==> config.mk <==
export PLATFORM = sky130hd
export DESIGN_NAME = mw_fifo
export DESIGN_NICKNAME = d
export VERILOG_FILES = /design/src/rtl/mw_fifo.sv
export SDC_FILE = /design/constraint.sdc
export NUM_CORES = 2
export LEC_CHECK = 0
export ABC_AREA = 1
export CAP_MARGIN = 10
export CELL_PAD_IN_SITES_DETAIL_PLACEMENT = 1
export CELL_PAD_IN_SITES_GLOBAL_PLACEMENT = 2
export CORE_MARGIN = 1.5
export CORE_UTILIZATION = 39
export DETAILED_ROUTE_END_ITERATION = 6
export PLACE_DENSITY = 0.89
export SLEW_MARGIN = 30
export SYNTH_ARGS = -nofsm -noshare
export SYNTH_HDL_FRONTEND = slang
export SYNTH_SLANG_ARGS = --single-unit
==> constraint.sdc <==
create_clock -name Clk -period 6.9 [get_ports Clk]
set_input_delay 0.69 -clock Clk [delete_from_list [all_inputs] [get_ports Clk]]
set_output_delay 0.69 -clock Clk [all_outputs]
set_load 0.03 [all_outputs]
==> src/rtl/mw_fifo.sv <==
// Multi-lane write, single-lane read FIFO: up to WRITE_PORTS entries enqueued per cycle,
// one registered entry popped per cycle, with a sticky overflow flag for rejected batches.
module mw_fifo_lane #(
    parameter int AW   = 4,
    parameter int LANE = 0
) (
    input  logic [AW:0]   wr_ptr_i,
    input  logic [2:0]    wcount_i,
    input  logic          accept_i,
    output logic          we_o,
    output logic [AW-1:0] idx_o
);
    // Lane offset wraps modulo depth, so a batch crossing the end of storage needs no special case.
    assign we_o  = accept_i && (wcount_i > 3'(LANE));
    assign idx_o = wr_ptr_i[AW-1:0] + AW'(LANE);
endmodule

module mw_fifo #(
    parameter int DATA_WIDTH    = 65,
    parameter int ADDRESS_WIDTH = 4,
    parameter int WRITE_PORTS   = 2,
    parameter int AF_MARGIN     = 2
) (
    input  logic                              Clk,
    input  logic                              Reset_n_in,
    input  logic                              Clear_in,
    input  logic [WRITE_PORTS*DATA_WIDTH-1:0] Data_in,
    input  logic [2:0]                        WriteCount_in,
    output logic                              Full_out,
    output logic                              AlmostFull_out,
    output logic                              Overflow_err,
    input  logic                              stall,
    input  logic                              ReadEn_in,
    output logic [DATA_WIDTH-1:0]             Data_out,
    output logic                              Data_valid,
    output logic                              Empty_out,
    output logic [ADDRESS_WIDTH:0]            Count_out
);
    localparam int AW    = ADDRESS_WIDTH;
    localparam int DW    = DATA_WIDTH;
    localparam int PW    = AW + 1;
    localparam int CW    = AW + 4;
    localparam int DEPTH = 1 << AW;

    logic [PW-1:0] wr_ptr_q, wr_ptr_d, rd_ptr_q, rd_ptr_d, count;
    logic          ovf_q, ovf_d, dv_q, dv_d;
    logic [DW-1:0] dout_q, dout_d;
    logic [DW-1:0] mem [DEPTH];
    logic [CW-1:0] wc_w, space_w;
    logic          wr_req, wr_ok, pop;
    logic [WRITE_PORTS-1:0]         lane_we;
    logic [WRITE_PORTS-1:0][AW-1:0] lane_idx;

    // All status flags derive from registered pointers only.
    assign count          = wr_ptr_q - rd_ptr_q;
    assign Count_out      = count;
    assign Empty_out      = (count == '0);
    assign Full_out       = (count > PW'(DEPTH - WRITE_PORTS));
    assign AlmostFull_out = (count >= PW'(DEPTH - AF_MARGIN));
    assign Overflow_err   = ovf_q;
    assign Data_valid     = dv_q;
    assign Data_out       = dout_q;

    assign wc_w    = CW'(WriteCount_in);
    assign space_w = CW'(PW'(DEPTH) - count);

    always_comb begin
        wr_req   = (WriteCount_in != 3'd0) && !Clear_in;
        wr_ok    = wr_req && (wc_w <= CW'(WRITE_PORTS)) && (wc_w <= space_w);
        pop      = ReadEn_in && !stall && !Empty_out && !Clear_in;
        wr_ptr_d = wr_ptr_q;
        rd_ptr_d = rd_ptr_q;
        ovf_d    = ovf_q;
        dv_d     = 1'b0;
        dout_d   = dout_q;
        if (Clear_in) begin
            wr_ptr_d = '0;
            rd_ptr_d = '0;
            ovf_d    = 1'b0;
        end else begin
            if (wr_ok)
                wr_ptr_d = wr_ptr_q + PW'(WriteCount_in);
            else if (wr_req)
                ovf_d = 1'b1;
            // Pop decision uses pre-edge occupancy, so a same-cycle write never falls through.
            if (pop) begin
                rd_ptr_d = rd_ptr_q + PW'(1);
                dout_d   = mem[rd_ptr_q[AW-1:0]];
                dv_d     = 1'b1;
            end
        end
    end

    for (genvar i = 0; i < WRITE_PORTS; i++) begin : g_lane
        mw_fifo_lane #(.AW(AW), .LANE(i)) u_lane (
            .wr_ptr_i (wr_ptr_q),
            .wcount_i (WriteCount_in),
            .accept_i (wr_ok),
            .we_o     (lane_we[i]),
            .idx_o    (lane_idx[i])
        );
    end

    always_ff @(posedge Clk) begin
        for (int i = 0; i < WRITE_PORTS; i++)
            if (lane_we[i]) mem[lane_idx[i]] <= Data_in[i*DW +: DW];
    end

    always_ff @(posedge Clk or negedge Reset_n_in) begin
        if (!Reset_n_in) begin
            wr_ptr_q <= '0;
            rd_ptr_q <= '0;
            ovf_q    <= 1'b0;
            dv_q     <= 1'b0;
            dout_q   <= '0;
        end else begin
            wr_ptr_q <= wr_ptr_d;
            rd_ptr_q <= rd_ptr_d;
            ovf_q    <= ovf_d;
            dv_q     <= dv_d;
            dout_q   <= dout_d;
        end
    end
endmodule

# Word level (Yosys, flattened, before mapping)
# Memory sizes are Yosys's and may differ from the RTL's. A register that Yosys moved wholly into a read port is not among the register bits.
# Cells that the tools add are included.
[op_classes]
addsub = 5
n_mul = 0
div_mod_pow = 0
n_lt_le_gt_ge = 6
n_eq_ne = 1
shift = 0
mux = 13
n_bitwise = 1
n_reduce_logical = 19
[op_table]
columns = ["op", "n"]
rows = [
  ["5-bit 2-to-1 mux", 4],
  ["1-bit 2-to-1 mux", 9],
  ["3-bit by 8-bit <= comparator with 1-bit output", 1],
  ["1-bit logical AND", 8],
  ["3-bit by 1-bit greater-than comparator with 1-bit output (second input constant)", 2],
  ["2-bit nonzero test", 3],
  ["5-bit by 5-bit subtractor with 6-bit output (first input constant)", 1],
  ["5-bit by 1-bit adder with 5-bit output (second input constant)", 1],
  ["5-bit by 3-bit adder with 5-bit output", 1],
  ["5-bit by 4-bit greater-or-equal comparator with 1-bit output (second input constant)", 1],
  ["5-bit by 4-bit greater-than comparator with 1-bit output (second input constant)", 1],
  ["5-bit logical NOT", 1],
  ["5-bit subtractor", 1],
  ["4-bit by 1-bit adder with 4-bit output (second input constant)", 1],
  ["1-bit logical NOT", 4],
  ["2-bit AND reduction", 2],
  ["3-bit by 2-bit <= comparator with 1-bit output (second input constant)", 1],
  ["3-bit nonzero test", 1],
  ["2-bit != test (second input constant)", 1],
  ["1-bit inverter", 1],
]
[word_totals]
ff_bits = 12
latch_bits = 0
mem_bits_rw = 1040
rom_bits = 0
input_bits = 138
output_inout_bits = 75
wordCells = 50
mem_count = 1
[memory_table]
columns = ["name", "words", "word_bits", "read_ports", "rd_ports_with_merged_regs", "wr", "line", "source"]
rows = [
  ["mem", 16, 65, 1, 1, 2, "48", "logic [DW-1:0] mem [DEPTH];"],
]

# Depth between registers and ports, before layout
[logic_depth]
word_depth = 7
ltp_mapped = 22
ltp_nobuf = 18

# By module
# Synthesis repeated with hierarchy kept, for this count alone.
[hier_totals]
cells_unflattened = 5821
area_unflattened_um2 = 54698.7
[modules_own_cells]
columns = ["module", "n_inst", "cells_each", "area_each_um2", "seq_area_each_um2"]
rows = [
  ["mw_fifo", 1, 5804, 54597.4, 33156.8],
  ["mw_fifo_lane (g_lane[1].u_lane)", 1, 9, 55.1, 0.0],
  ["mw_fifo_lane (g_lane[0].u_lane)", 1, 8, 46.3, 0.0],
]

# Worst setup path after synthesis
# No wires, ideal clock.
[synth_path]
kind = "register to register"
startpoint = "register rd_ptr_q[1]"
endpoint = "memory mem[10][0] (netlist name) (enable)"
setup_ns = 0.696
arrival_ns = 4.867
t_required_ns = 6.204
slack_ns = 1.337
path_stages_with_launch = 20
path_buffers = 7
synth_period_minus_slack_ns = 5.563
path_cell_list = "dfrtp_1 -> clkbuf_1 -> inv_1 -> buf_2 -> buf_2 -> clkbuf_1 -> fa_1 -> inv_1 -> ha_1 -> xor2_1 -> ha_1 -> nand3_1 -> nand2_1 -> a21oi_1 -> nand2_2 -> buf_6 -> nand4_1 -> buf_4 -> buf_4 -> nand2_1"
[synth_lines]
columns = ["item", "line", "source"]
rows = [
  ["start, declared", "45", "logic [PW-1:0] wr_ptr_q, wr_ptr_d, rd_ptr_q, rd_ptr_d, count;"],
  ["start signal, assigned", "118", "rd_ptr_q <= rd_ptr_d;"],
  ["end, declared", "48", ""],
]

==> metrics.yaml <==
status: "complete, but fails checks"
violations: "DRC"
relSlewSlack_pct: 22.9
clockBufferDepth: 3
synth_area_leader_cell: "edfxtp_1"
syn_inst: 7074
final_layout_size_suffix_gt1_share_pct: 5.29
finalPower_mw: 24.0
wl_per_cell_um: 31.1
start_kind: "flip-flop"
grt_pass1_wl_um: 395000
startpoint: "rd_ptr_q[1]"
globalRouteOverflowTotal: 0
grt_max_degree: 203
yosysMostFrequentCell: "nand2_1"
rows: 144
post_cts_buffers: 0
worst_pin_slew_ps: 1160
ys_ff_latch: 1117
vias: 57994
syn_to_final_growth_pct: 10.7
final_util_pct: 43.5
h-tree-depth: 4
synth_top_area_share_pct: 51.5
layout.nets: 6761
stdcell_count: 8766
cpMostUsedCell: "nand2_1"
r2r-start: "rd_ptr_q[1]"
synth.area.top_cells: "edfxtp_1 51%, nand2_1 14%, nand4_1 11%"
io-pin-count: 213
dp_hpwl_um: 144000
ir_worst_vdd_mv: 0.447
die_w_um: 397
worst-r2r-cell-count: 15
syn_avg_cell_area_um2: 8.58
maxCapViolations: 0
clock_sinks: 1117
hold_viol: 0
die_h_um: 397
cp.arrival_ps: 6040
root_buffer: "clkbuf_16"
drv_slew: 0
cts-resized-gates: 0
initial_core_util_pct: 39.3
crit_chain: "inv_8 -> fa_1 -> inv_1 -> ha_1 -> xor2_1 -> ha_1 -> nand3_1 -> nand2_1 -> a21oi_1 -> nand2_2 -> nand4_1 -> buf_4 -> buf_4 -> nand2_1 -> nand2_1"
syn_area_mm2: 0.0607
hp-class: "primary input to asynchronous set/reset pin"
track_usage_pct: 33.7
postRouteWirelength_um: 273000
period_share_pct: 78.4
required_ps: 7530
synth_edf_count: 1040
tns_ps: 0
crit_type: "flip-flop to flip-flop"
ant_nets: 0
synth-seq-area-share_pct: 54.7
cpMaxStageDelayCell: "buf_4"
ys.flop_type: "edfxtp_1"
syn_nets: 7228
clock_latency_ps: 790
pre_cts_ws_ps: 1650
crit_fanout: 36
die-area_mm2: 0.158
firstDrtPassIters: 7
coreArea_mm2: 0.154
place_congestion: 0.875
cts_tree: "yes"
post-route-drc-count: 9
clkTransAtPathRegs_ps: 60
fin_skew_ps: 25.8
rrSetupSlack_ps: 1490
antenna_found_initial: 32
setup_viol: 0
via_per_inst: 6.62
clock.fmax_mhz: 185
io_buffers: 212
synthArstFlopShare_pct: 6.89
grt_pass1_vias: 57839
ctsHoldBuffers: 0
p_leak_nw: 25.7
p_per_area_mw_per_mm2: 358
max_stage_delay_ps: 830
rr_endpoint: "mem[10][61]"
ys_top_cells_by_count: "2,280 x nand2_1, 1,056 x nand4_1, 1,040 x edfxtp_1"
endpoint_kind: "flip-flop"
dp_cells: 8518
crit_family: "buffers and inverters"
cts_made_buffers: 130
yosys_warnings: 0
finalWorstSetupSlack_ps: 1490
rsz0062_at_grt: "no"
path_buf_inv: 4
drt_first_iter_violations: 7605
fin_crit_ps: 5410
synth_cell_types: 28
[where the power goes]
| part | total [mW] | internal [mW] | switching (mW) | leakage, nW |
|---|---|---|---|---|
| combinational | 8.67 | 2.05 | 6.61 | 13.4 |
| clock | 6.89 | 3.96 | 2.93 | 2.01 |
| sequential | 8.49 | 8.14 | 0.343 | 10.2 |
| total | 24.0 | 14.2 | 9.89 | 25.7 |
[cell families (layout without fill, tap and decap cells)]
group                      after synthesis  in the layout  share of synthesized area (%)
and+or+nand+nor                       4001           4001                           29.2
DFF                                   1117           1117                           54.7
buffers and inverters                  974            611                           6.68
AOI/OAI and AO/OA                      963            963                           9.04
adders and majority gates               16             16                          0.355
xor gates and xnor gates                 3              3                         0.0433
other                                    0             11                              0
[per-stage QoR]
step,hold WS (ps),instance area (µm²)
floorplan,394,60700
CTS,37.9,67100
global route,55.0,67100
global placement,488,62900
finish,26.2,67100
detailed placement,491,63000
[cell type report]
cell class	count	area [µm²]
antenna	11	27.5
clock buffer	195	3810
clock inverter	41	289
fill	17668	87100
inverter	32	153
multi-input combinational	4983	23700
sequential	1117	33200
tap	2044	2560
timing repair buffer	343	3410
[how the worst max path moves through the flow]
stage | endpoint | cells after the start
2_1_floorplan | mem[10][0] | 19
3_3_place_gp | mem[12][17] | 13
3_5_place_dp | mem[12][17] | 13
4_1_cts | mem[9][16] | 15
5_1_grt | mem[12][12] | 13
6_report | mem[10][61] | 15
[flip-flops by register name, summed over array words and instances, names as in the netlist]
register,flops
Data_out,65
Data_valid,1
Overflow_err,1
mem,1040
rd_ptr_q,5
wr_ptr_q,5
[layout by cell type, fill, tap and decap left out, types with 46 or more instances in the layout]
cell             netlist  layout
nand2_1             2280    2264
buf_4                 52     104
edfxtp_1            1040    1040
clkbuf_1             651      46
o21ai_0              530     530
nand4_1             1056    1056
o22ai_1              162     162
clkbuf_16              0     141
nor2_1               614     596
dfrtp_1               77      74
a21oi_1              139     139
o221ai_1              98      98
clkdlybuf4s50_1        0     211
[metal layers]
metal	global-route usage (%)	part of all wire, %	vias to the layer above
met1	43.5	38	29152
met2	52.5	45	3673
li1	-	-	24140
met5	0	0.10	-
met3	8.24	11	987
met4	17.3	5.3	42
(Power assumes the default switching activity.)
